**src/rtl/reg_bus_initiator_pkg.sv**
```systemverilog
// reg_bus_initiator_pkg: shared state encoding and command-format constants for the register bus initiator.
package reg_bus_initiator_pkg;
    typedef enum logic [3:0] {
        S_IDLE, S_ADDR_LO, S_ADDR_HI, S_WR_DATA, S_WR_STB,
        S_RD_STB1, S_RD_STB2, S_RD_SEND, S_WR_ACK
    } state_e;
    localparam int RW_BIT = 7;
    localparam logic [7:0] ACK_BYTE = 8'h00;
endpackage

```
**src/rtl/reg_bus_initiator_if.sv**
```systemverilog
// reg_bus_initiator_if: command/response byte streams plus the register bus driven by the initiator.
interface reg_bus_initiator_if #(
    parameter int pADDR_WIDTH = 21,
    parameter int pBYTECNT_SIZE = 7
);
    logic [7:0] I_cmd_data;
    logic I_cmd_valid;
    logic O_cmd_ready;
    logic [7:0] O_rsp_data;
    logic O_rsp_valid;
    logic I_rsp_ready;
    logic [pADDR_WIDTH-pBYTECNT_SIZE-1:0] reg_address;
    logic [pBYTECNT_SIZE-1:0] reg_bytecnt;
    logic [7:0] write_data;
    logic [7:0] read_data;
    logic reg_read;
    logic reg_write;
    logic reg_addrvalid;
    logic O_busy;
    logic O_timeout;
    modport master (
        input  I_cmd_data, I_cmd_valid, I_rsp_ready, read_data,
        output O_cmd_ready, O_rsp_data, O_rsp_valid, reg_address, reg_bytecnt,
               write_data, reg_read, reg_write, reg_addrvalid, O_busy, O_timeout
    );
    modport slave (
        output I_cmd_data, I_cmd_valid, I_rsp_ready, read_data,
        input  O_cmd_ready, O_rsp_data, O_rsp_valid, reg_address, reg_bytecnt,
               write_data, reg_read, reg_write, reg_addrvalid, O_busy, O_timeout
    );
endinterface

```
**src/rtl/reg_bus_initiator_timeout.sv**
```systemverilog
// reg_bus_timeout: idle-cycle counter that pulses expire_o after pTIMEOUT enabled cycles without a clear.
module reg_bus_timeout #(
    parameter int pTIMEOUT = 1024
) (
    input  logic clk_i,
    input  logic rst_i,
    input  logic en_i,
    input  logic clr_i,
    output logic expire_o
);
    localparam int CW = $clog2(pTIMEOUT + 1);
    logic [CW-1:0] cnt_q, cnt_d;
    assign expire_o = en_i && !clr_i && (cnt_q == CW'(pTIMEOUT - 1));
    assign cnt_d = (!en_i || clr_i || expire_o) ? '0 : cnt_q + 1'b1;
    always_ff @(posedge clk_i) begin
        if (rst_i) cnt_q <= '0;
        else cnt_q <= cnt_d;
    end
endmodule

```
**src/rtl/reg_bus_initiator.sv**
```systemverilog
// reg_bus_initiator: decodes command bytes into burst register reads/writes and returns read data or a write ack.
module reg_bus_initiator
    import reg_bus_initiator_pkg::*;
#(
    parameter int pADDR_WIDTH = 21,
    parameter int pBYTECNT_SIZE = 7,
    parameter int pTIMEOUT = 1024
) (
    input  logic usb_clk,
    input  logic reset_i,
    reg_bus_initiator_if.master bus
);
    localparam int AW = pADDR_WIDTH - pBYTECNT_SIZE;
    state_e state_q, state_d;
    logic rw_q, rw_d, av_q, av_d;
    logic [pBYTECNT_SIZE-1:0] len_q, len_d, bytecnt_q, bytecnt_d;
    logic [7:0] addr_lo_q, addr_lo_d, wdata_q, wdata_d, rsp_q, rsp_d;
    logic [AW-1:0] addr_q, addr_d;
    logic cmd_hs, rsp_hs, last, expire;
    assign bus.O_cmd_ready = !reset_i && (state_q inside {S_IDLE, S_ADDR_LO, S_ADDR_HI, S_WR_DATA});
    assign bus.O_rsp_valid = state_q inside {S_RD_SEND, S_WR_ACK};
    assign bus.O_rsp_data = rsp_q;
    assign bus.reg_read = state_q inside {S_RD_STB1, S_RD_STB2};
    assign bus.reg_write = state_q == S_WR_STB;
    assign bus.reg_addrvalid = av_q;
    assign bus.reg_address = addr_q;
    assign bus.reg_bytecnt = bytecnt_q;
    assign bus.write_data = wdata_q;
    assign bus.O_busy = state_q != S_IDLE;
    assign bus.O_timeout = expire;
    assign cmd_hs = bus.I_cmd_valid && bus.O_cmd_ready;
    assign rsp_hs = bus.O_rsp_valid && bus.I_rsp_ready;
    assign last = bytecnt_q == len_q;
    reg_bus_timeout #(.pTIMEOUT(pTIMEOUT)) u_timeout (
        .clk_i(usb_clk),
        .rst_i(reset_i),
        .en_i(state_q inside {S_ADDR_LO, S_ADDR_HI, S_WR_DATA}),
        .clr_i(cmd_hs),
        .expire_o(expire)
    );
    always_comb begin
        state_d = state_q;
        rw_d = rw_q;
        len_d = len_q;
        addr_lo_d = addr_lo_q;
        addr_d = addr_q;
        av_d = av_q;
        bytecnt_d = bytecnt_q;
        wdata_d = wdata_q;
        rsp_d = rsp_q;
        case (state_q)
            S_IDLE: if (cmd_hs) begin
                rw_d = bus.I_cmd_data[RW_BIT];
                len_d = bus.I_cmd_data[pBYTECNT_SIZE-1:0];
                state_d = S_ADDR_LO;
            end
            S_ADDR_LO: if (cmd_hs) begin
                addr_lo_d = bus.I_cmd_data;
                state_d = S_ADDR_HI;
            end
            S_ADDR_HI: if (cmd_hs) begin
                addr_d = AW'({bus.I_cmd_data, addr_lo_q});
                av_d = 1'b1;
                bytecnt_d = '0;
                state_d = rw_q ? S_RD_STB1 : S_WR_DATA;
            end
            S_WR_DATA: if (cmd_hs) begin
                wdata_d = bus.I_cmd_data;
                state_d = S_WR_STB;
            end
            S_WR_STB: begin
                bytecnt_d = last ? bytecnt_q : bytecnt_q + 1'b1;
                rsp_d = last ? ACK_BYTE : rsp_q;
                state_d = last ? S_WR_ACK : S_WR_DATA;
            end
            S_WR_ACK: if (rsp_hs) begin
                av_d = 1'b0;
                state_d = S_IDLE;
            end
            S_RD_STB1: state_d = S_RD_STB2;
            S_RD_STB2: begin
                rsp_d = bus.read_data;
                state_d = S_RD_SEND;
            end
            S_RD_SEND: if (rsp_hs) begin
                av_d = !last;
                bytecnt_d = last ? bytecnt_q : bytecnt_q + 1'b1;
                state_d = last ? S_IDLE : S_RD_STB1;
            end
            default: state_d = S_IDLE;
        endcase
        // An abandoned command drops the burst; strobes already issued are not undone
        if (expire) begin
            state_d = S_IDLE;
            av_d = 1'b0;
        end
    end
    always_ff @(posedge usb_clk) begin
        if (reset_i) begin
            state_q <= S_IDLE;
            rw_q <= 1'b0;
            len_q <= '0;
            addr_lo_q <= '0;
            addr_q <= '0;
            av_q <= 1'b0;
            bytecnt_q <= '0;
            wdata_q <= '0;
            rsp_q <= '0;
        end else begin
            state_q <= state_d;
            rw_q <= rw_d;
            len_q <= len_d;
            addr_lo_q <= addr_lo_d;
            addr_q <= addr_d;
            av_q <= av_d;
            bytecnt_q <= bytecnt_d;
            wdata_q <= wdata_d;
            rsp_q <= rsp_d;
        end
    end
endmodule

```
**src/flat_wrapper.sv**
```systemverilog
// flat-port wrapper written by rule: the top's interface ports become plain ports
module reg_bus_initiator_flat import reg_bus_initiator_pkg::*;
#(
    parameter int pADDR_WIDTH = 21,
    parameter int pBYTECNT_SIZE = 7,
    parameter int pTIMEOUT = 1024
)
  (usb_clk, reset_i, bus_I_cmd_data, bus_I_cmd_valid, bus_I_rsp_ready, bus_read_data, bus_O_cmd_ready, bus_O_rsp_data, bus_O_rsp_valid, bus_reg_address, bus_reg_bytecnt, bus_write_data, bus_reg_read, bus_reg_write, bus_reg_addrvalid, bus_O_busy, bus_O_timeout);
  reg_bus_initiator_if #(.pADDR_WIDTH(pADDR_WIDTH), .pBYTECNT_SIZE(pBYTECNT_SIZE)) bus_i ();
  input  logic usb_clk;
  input  logic reset_i;
  input wire logic [$bits(bus_i.I_cmd_data)-1:0] bus_I_cmd_data;
  input wire logic [$bits(bus_i.I_cmd_valid)-1:0] bus_I_cmd_valid;
  input wire logic [$bits(bus_i.I_rsp_ready)-1:0] bus_I_rsp_ready;
  input wire logic [$bits(bus_i.read_data)-1:0] bus_read_data;
  output wire logic [$bits(bus_i.O_cmd_ready)-1:0] bus_O_cmd_ready;
  output wire logic [$bits(bus_i.O_rsp_data)-1:0] bus_O_rsp_data;
  output wire logic [$bits(bus_i.O_rsp_valid)-1:0] bus_O_rsp_valid;
  output wire logic [$bits(bus_i.reg_address)-1:0] bus_reg_address;
  output wire logic [$bits(bus_i.reg_bytecnt)-1:0] bus_reg_bytecnt;
  output wire logic [$bits(bus_i.write_data)-1:0] bus_write_data;
  output wire logic [$bits(bus_i.reg_read)-1:0] bus_reg_read;
  output wire logic [$bits(bus_i.reg_write)-1:0] bus_reg_write;
  output wire logic [$bits(bus_i.reg_addrvalid)-1:0] bus_reg_addrvalid;
  output wire logic [$bits(bus_i.O_busy)-1:0] bus_O_busy;
  output wire logic [$bits(bus_i.O_timeout)-1:0] bus_O_timeout;
  assign bus_i.I_cmd_data = bus_I_cmd_data;
  assign bus_i.I_cmd_valid = bus_I_cmd_valid;
  assign bus_i.I_rsp_ready = bus_I_rsp_ready;
  assign bus_i.read_data = bus_read_data;
  assign bus_O_cmd_ready = bus_i.O_cmd_ready;
  assign bus_O_rsp_data = bus_i.O_rsp_data;
  assign bus_O_rsp_valid = bus_i.O_rsp_valid;
  assign bus_reg_address = bus_i.reg_address;
  assign bus_reg_bytecnt = bus_i.reg_bytecnt;
  assign bus_write_data = bus_i.write_data;
  assign bus_reg_read = bus_i.reg_read;
  assign bus_reg_write = bus_i.reg_write;
  assign bus_reg_addrvalid = bus_i.reg_addrvalid;
  assign bus_O_busy = bus_i.O_busy;
  assign bus_O_timeout = bus_i.O_timeout;
  reg_bus_initiator #(.pADDR_WIDTH(pADDR_WIDTH), .pBYTECNT_SIZE(pBYTECNT_SIZE), .pTIMEOUT(pTIMEOUT)) u_core (.usb_clk(usb_clk), .reset_i(reset_i), .bus(bus_i));
endmodule
```
**config.mk**
```make
export PLATFORM = sky130hd
export DESIGN_NAME = reg_bus_initiator_flat
export DESIGN_NICKNAME = d
export VERILOG_FILES = /design/src/rtl/reg_bus_initiator_pkg.sv /design/src/rtl/reg_bus_initiator_if.sv /design/src/rtl/reg_bus_initiator_timeout.sv /design/src/rtl/reg_bus_initiator.sv /design/src/flat_wrapper.sv
export SDC_FILE = /design/constraint.sdc
export NUM_CORES = 1
export LEC_CHECK = 0
export CELL_PAD_IN_SITES_DETAIL_PLACEMENT = 0
export CELL_PAD_IN_SITES_GLOBAL_PLACEMENT = 1
export CORE_AREA = 4 4 96 98
export DETAILED_ROUTE_END_ITERATION = 8
export DIE_AREA = 0 0 100 102
export HOLD_SLACK_MARGIN = 0.05
export PLACE_DENSITY_LB_ADDON = 0.1
export SLEW_MARGIN = 20
export SYNTH_ARGS = -nofsm -noshare
export SYNTH_HDL_FRONTEND = slang
export SYNTH_HIERARCHICAL = 1
export SYNTH_SLANG_ARGS = --single-unit
```
**constraint.sdc**
```tcl
create_clock -name usb_clk -period 3.3 [get_ports usb_clk]
set_clock_uncertainty 0.1 [all_clocks]
set_input_delay 0.66 -clock usb_clk [delete_from_list [all_inputs] [get_ports usb_clk]]
set_output_delay 0.66 -clock usb_clk [all_outputs]
set_load 0.01 [all_outputs]
```
Word level (Yosys, flattened, before mapping)
Cells that the tools add are included.

Register bits after elaboration: 69. Output and inout bits: 44. Logic and storage cells: 79.

Add/sub/neg operators: 2. Eq/ne operators: 17. Muxes and demuxes: 20. Reductions and logical operators: 30.

Operators by type and width (count): one-hot mux 4 bit (9 select lines) (1); 2-to-1 mux 4 bit (7); 2-to-1 mux 7 bit (3); one-hot mux 7 bit (3 select lines) (1); equality test 4 x 3 -> 1 bit (second input constant) (4); one-hot mux 8 bit (2 select lines) (1); adder 11 x 1 -> 11 bit (second input constant) (1); equality test 11 x 10 -> 1 bit (second input constant) (1); AND reduction 2 bit (5); nonzero test 3 bit (3); equality test 4 x 2 -> 1 bit (second input constant) (2); 2-to-1 mux 8 bit (1); != test 2 bit (second input constant) (4); nonzero test 4 bit (2); adder 7 x 1 -> 7 bit (second input constant) (1); equality test 7 bit (1); 2-to-1 mux 3 bit (2); != test 2 x 1 -> 1 bit (second input constant) (3); AND reduction 6 bit (1); nonzero test 2 bit (3); logical AND 1 bit (5); equality test 4 x 1 -> 1 bit (second input constant) (1); equality test 4 bit (second input constant) (1); zero test 1 bit (4); other kinds (7) (11).

Logic depth before layout (Yosys ltp)
Depth after elaboration: 9. Depth in mapped cells: 9.

Modules after synthesis
The synthesis kept the hierarchy.

Modules (own cells, without submodules): reg_bus_initiator (instances 1, cells each 309, area an instance 2524.9 µm²); reg_bus_timeout (instances 1, cells each 51, area an instance 520.5 µm²).

Worst setup path after synthesis
OpenSTA, ideal clock, no wires.

Kind: input -> register. From: input port reset_i. To: register u_core.state_q[2]. Setup time: 87 ps. Arrival: 2763 ps. Path slack: 350 ps. Stages on the path: 9. Cells stage by stage: buf_2 > nor4b_1 > clkbuf_1 > buf_2 > and3b_1 > or2_1 > nor4_1 > o21ai_0 > o31ai_1.

Longest elaborated chain between the ends: 7.

RTL lines: start: declaration (RTL line flat_wrapper.sv:11) `input logic reset_i;`; zero test 1 bit (RTL line reg_bus_initiator.sv:20) `assign bus.O_cmd_ready = !reset_i && (state_q inside {S_IDLE, S_ADDR_LO, S_ADDR_HI, S_WR_DATA});`; logical AND 1 bit (RTL line reg_bus_initiator.sv:20); logical AND 1 bit (RTL line reg_bus_initiator.sv:31) `assign cmd_hs = bus.I_cmd_valid && bus.O_cmd_ready;`; net u_core.cmd_hs (RTL line reg_bus_initiator.sv:19) `logic cmd_hs, rsp_hs, last, expire;`; zero test 1 bit (RTL line reg_bus_initiator_timeout.sv:13) `assign expire_o = en_i && !clr_i && (cnt_q == CW'(pTIMEOUT - 1));`; logical AND 1 bit (2 in a row) (RTL line reg_bus_initiator_timeout.sv:13); net bus_O_timeout (RTL line flat_wrapper.sv:26) `output wire logic [$bits(bus_i.O_timeout)-1:0] bus_O_timeout;`; OR reduction 2 bit (no source line); end signal: assignment (RTL line reg_bus_initiator.sv:110) `state_q <= state_d;`; end: declaration (RTL line reg_bus_initiator.sv:14) `state_e state_q, state_d;`.

The timed path passes the listed nets, and every way through them passes these cells. A chain may end at the register's enable or synchronous reset.

Worst setup path in the final report
From: register u_core.state_q[2]. To: output port bus_O_rsp_valid.

Longest elaborated chain between the ends: 2.

RTL lines: equality test 4 x 3 -> 1 bit or equality test 4 bit (tied branches) (RTL line reg_bus_initiator.sv:21) `assign bus.O_rsp_valid = state_q inside {S_RD_SEND, S_WR_ACK};`; nonzero test 2 bit * (RTL line reg_bus_initiator.sv:21); end: declaration (RTL line flat_wrapper.sv:18) `output wire logic [$bits(bus_i.O_rsp_valid)-1:0] bus_O_rsp_valid;`.

Every way passes the cells marked *; elsewhere a longest branch is shown, timed or not.

==> flow_summary_export.csv <==
group,metric,value,unit
setup_path,critPathLaunchType,"flop",
sta,period_share,89.8,%
sta,fin_crit,2.96,ns
die,dieArea,10200,sq um
grt,use_met3,4.23,%
drt,ant_nets,0,
finish,antennaDiodeCount,0,
die,start_util,36.0,%
drt,num_vias,2723,
die,die_y,102,um
drt,vias_per_cell,5.10,
grt,grt-busiest-layer,"met2",
clock_network,cts.sinks,69,
logic_synthesis,ys_ff_latch,69,
sta,finalHoldViolCount,0,
die,die_w,100,um
die,rows,34,
logic_synthesis,synthTopCellsByCount,"dfxtp_1, nand2_1, a21oi_1, nor2_1, nand3_1",
finish,layout-area-overhead-vs-synth,32.1,%
die,core,8470,sq um
clock_network,cts_tree,"yes",
logic_synthesis,synth_cell_types,50,
setup_path,crit_required,2.54,ns
grt,antenna_found_initial,0,
grt,grt_pass1_vias,2597,
setup_path,timing.rr.start,"u_core/state_q[2]",
clock_network,numCtsBuffers,9,
logic_synthesis,synth_async_sr_flop_share,0,%
logic_synthesis,postSynthNetCount,382,
logic_synthesis,yosys-top-cells-area,"dfxtp_1, nand2_1, a21oi_1",
setup_path,cp_max_fo,17,
grt,grt_max_degree,54,
logic_synthesis,syn-cell-area,3050,sq um
finish,nNetsFinal,443,
drt,drc_errors,0,
clock_network,clock_latency,0.33,ns
clock_network,clk_path_buf_depth,2,
clock_network,post_cts_buffers,0,
sta,final.setup.tns,0,ns
clock_network,cts_root_buf,"clkbuf_8",
sta,maxSlewViolCount,0,
grt,use_met1,21.4,%
place,dp.final_hpwl,5.46,mm
logic_synthesis,synth_cells,360,
die,io_pins,64,
setup_path,regToRegSetupSlack,1.04,ns
power,peakVddDrop,0.243,mV
sta,max_freq,337,MHz
logic_synthesis,yosysTopAreaCell,"dfxtp_1",
place,dp_slack,0.412,ns
drt,routed_wl,7.73,mm
run_status,outcome,"finished, final reports clean",
sta,setup_ws,0.336,ns
grt,grtUsageMet2,25.2,%
clock_network,cts_resized,0,
drt,wl_per_cell,14.5,um
setup_path,setup.worst_path.end_class,"primary output",
clock_network,htreeDepth,3,
flow_run,drv_cap,0,
min_path,hold_path.class,"flop to flop",
clock_network,cts_hold_buf,0,
logic_synthesis,synth_area_per_cell,8.46,sq um
grt,grt_usage,16.1,%
logic_synthesis,synth_edf_count,0,
power,power_leakage,0.00135,uW
sta,tightest_slew,0.863,ns
drt,drt-pass1-iter-count,4,
setup_path,cp.arrival,2.20,ns
logic_synthesis,synth_most_common_cell,"dfxtp_1",
min_path,min_from,"u_core/addr_lo_q[1]",
finish,drive_gt1_share,9.62,%
place,portBuffers,63,
logic_synthesis,synth_top_area_share,45.4,%
setup_path,cp-startpoint,"u_core/state_q[2]",
logic_synthesis,synth_flop_cell,"dfxtp_1",
sta,rsz0062_at_grt,"no",
logic_synthesis,yosysSeqAreaShare,45.4,%
place,gp_congestion,0.753,
power,cellPowerDensity,446,nW/um^2
logic_synthesis,synth_warnings,6,
sta,finalSetupViolCount,0,
clock_network,clkTransAtPathRegs,0.08,ns
drt,first_iter_violations,93,
setup_path,crit_type,"flop to primary output",
grt,grt-ovfl-total,0,
grt,grt_pass1_wl,12.9,mm
sta,relSlewSlack,42.2,%
## critical path, cell delays in order (launching register included)
cell             delay, ns
dfxtp_1               0.49
or4b_2                0.72
nand2_1               0.12
clkdlybuf4s50_1       0.54
## cell type report
cell class / count / area, sq um
Clock buffer: 10 / 128
Clock inverter: 6 / 111
Fill cell: 866 / 4440
Sequential cell: 69 / 1380
Timing Repair Buffer: 72 / 693
Inverter: 2 / 7.51
Tap cell: 108 / 135
Multi-Input combinational cell: 267 / 1570
## layout by cell type, fill, tap and decap left out, types with 9 or more instances in the layout
master            n
dfxtp_1          69
clkdlybuf4s50_1  62
nand2_1          59
a21oi_1          38
nor2_1           27
nand3_1          25
nor3_1           14
xnor2_1          10
mux2i_1          10
clkbuf_8          9
o21ai_0           9
buf_4             9
## routing by layer
metal  wire, um  vias to the layer above  share of wire (%)
met5          0                        -                  0
met4         85                        0                1.1
met3        460                        8                6.0
met2       3580                       56                 46
met1       3610                     1261                 47
li1           -                     1398                  -
## final timing paths
| check | cells past startpoint | to |
|---|---|---|
| setup / recovery | 3 | bus_O_rsp_valid |
| hold / removal | 2 | u_core/bus.reg_address[1] |
| setup reg to reg | 6 | u_core/state_q[2] |
| hold reg to reg | 2 | u_core/bus.reg_address[1] |
## power by group
| part | switching (uW) | internal [uW] |
|---|---|---|
| Combinational | 65.2 | 53.6 |
| Clock | 324 | 502 |
| Sequential | 9.24 | 841 |
## state kept, by name, summed over array words and instances (netlist names), 4 cells and up
| signal | cells |
|---|---|
| u_core/bus.reg_bytecnt | 7 |
| u_core/state_q | 4 |
| u_core/addr_lo_q | 8 |
| u_core/bus.O_rsp_data | 8 |
| u_core/u_timeout/cnt_q | 11 |
| u_core/bus.write_data | 8 |
| u_core/bus.reg_address | 14 |
| u_core/len_q | 7 |
## metrics by stage
stage / std cells / utilization, % / hold WS [ns] / total power (uW) / cell area [sq um]
4_1_cts: 534 / 47.5 / 0.357 / 1820 / 4020
6_report: 534 / 47.5 / 0.350 / 1800 / 4020
3_5_place_dp: 518 / 44.7 / 0.346 / 990 / 3780
5_1_grt: 534 / 47.5 / 0.377 / 1870 / 4020
3_3_place_gp: 518 / 44.7 / 0.343 / 990 / 3780
2_1_floorplan: 360 / - / 0.332 / 934 / 3050
## cell families after synthesis
group | Yosys count | synth area share [%]
simple gates | 168 | 28.3
compound gates | 75 | 15.3
flops | 69 | 45.4
buf+inv | 24 | 3.41
xor+xnor | 12 | 3.45
mux | 10 | 3.29
fa+ha+maj | 2 | 0.822
(Power assumes the default switching activity.)
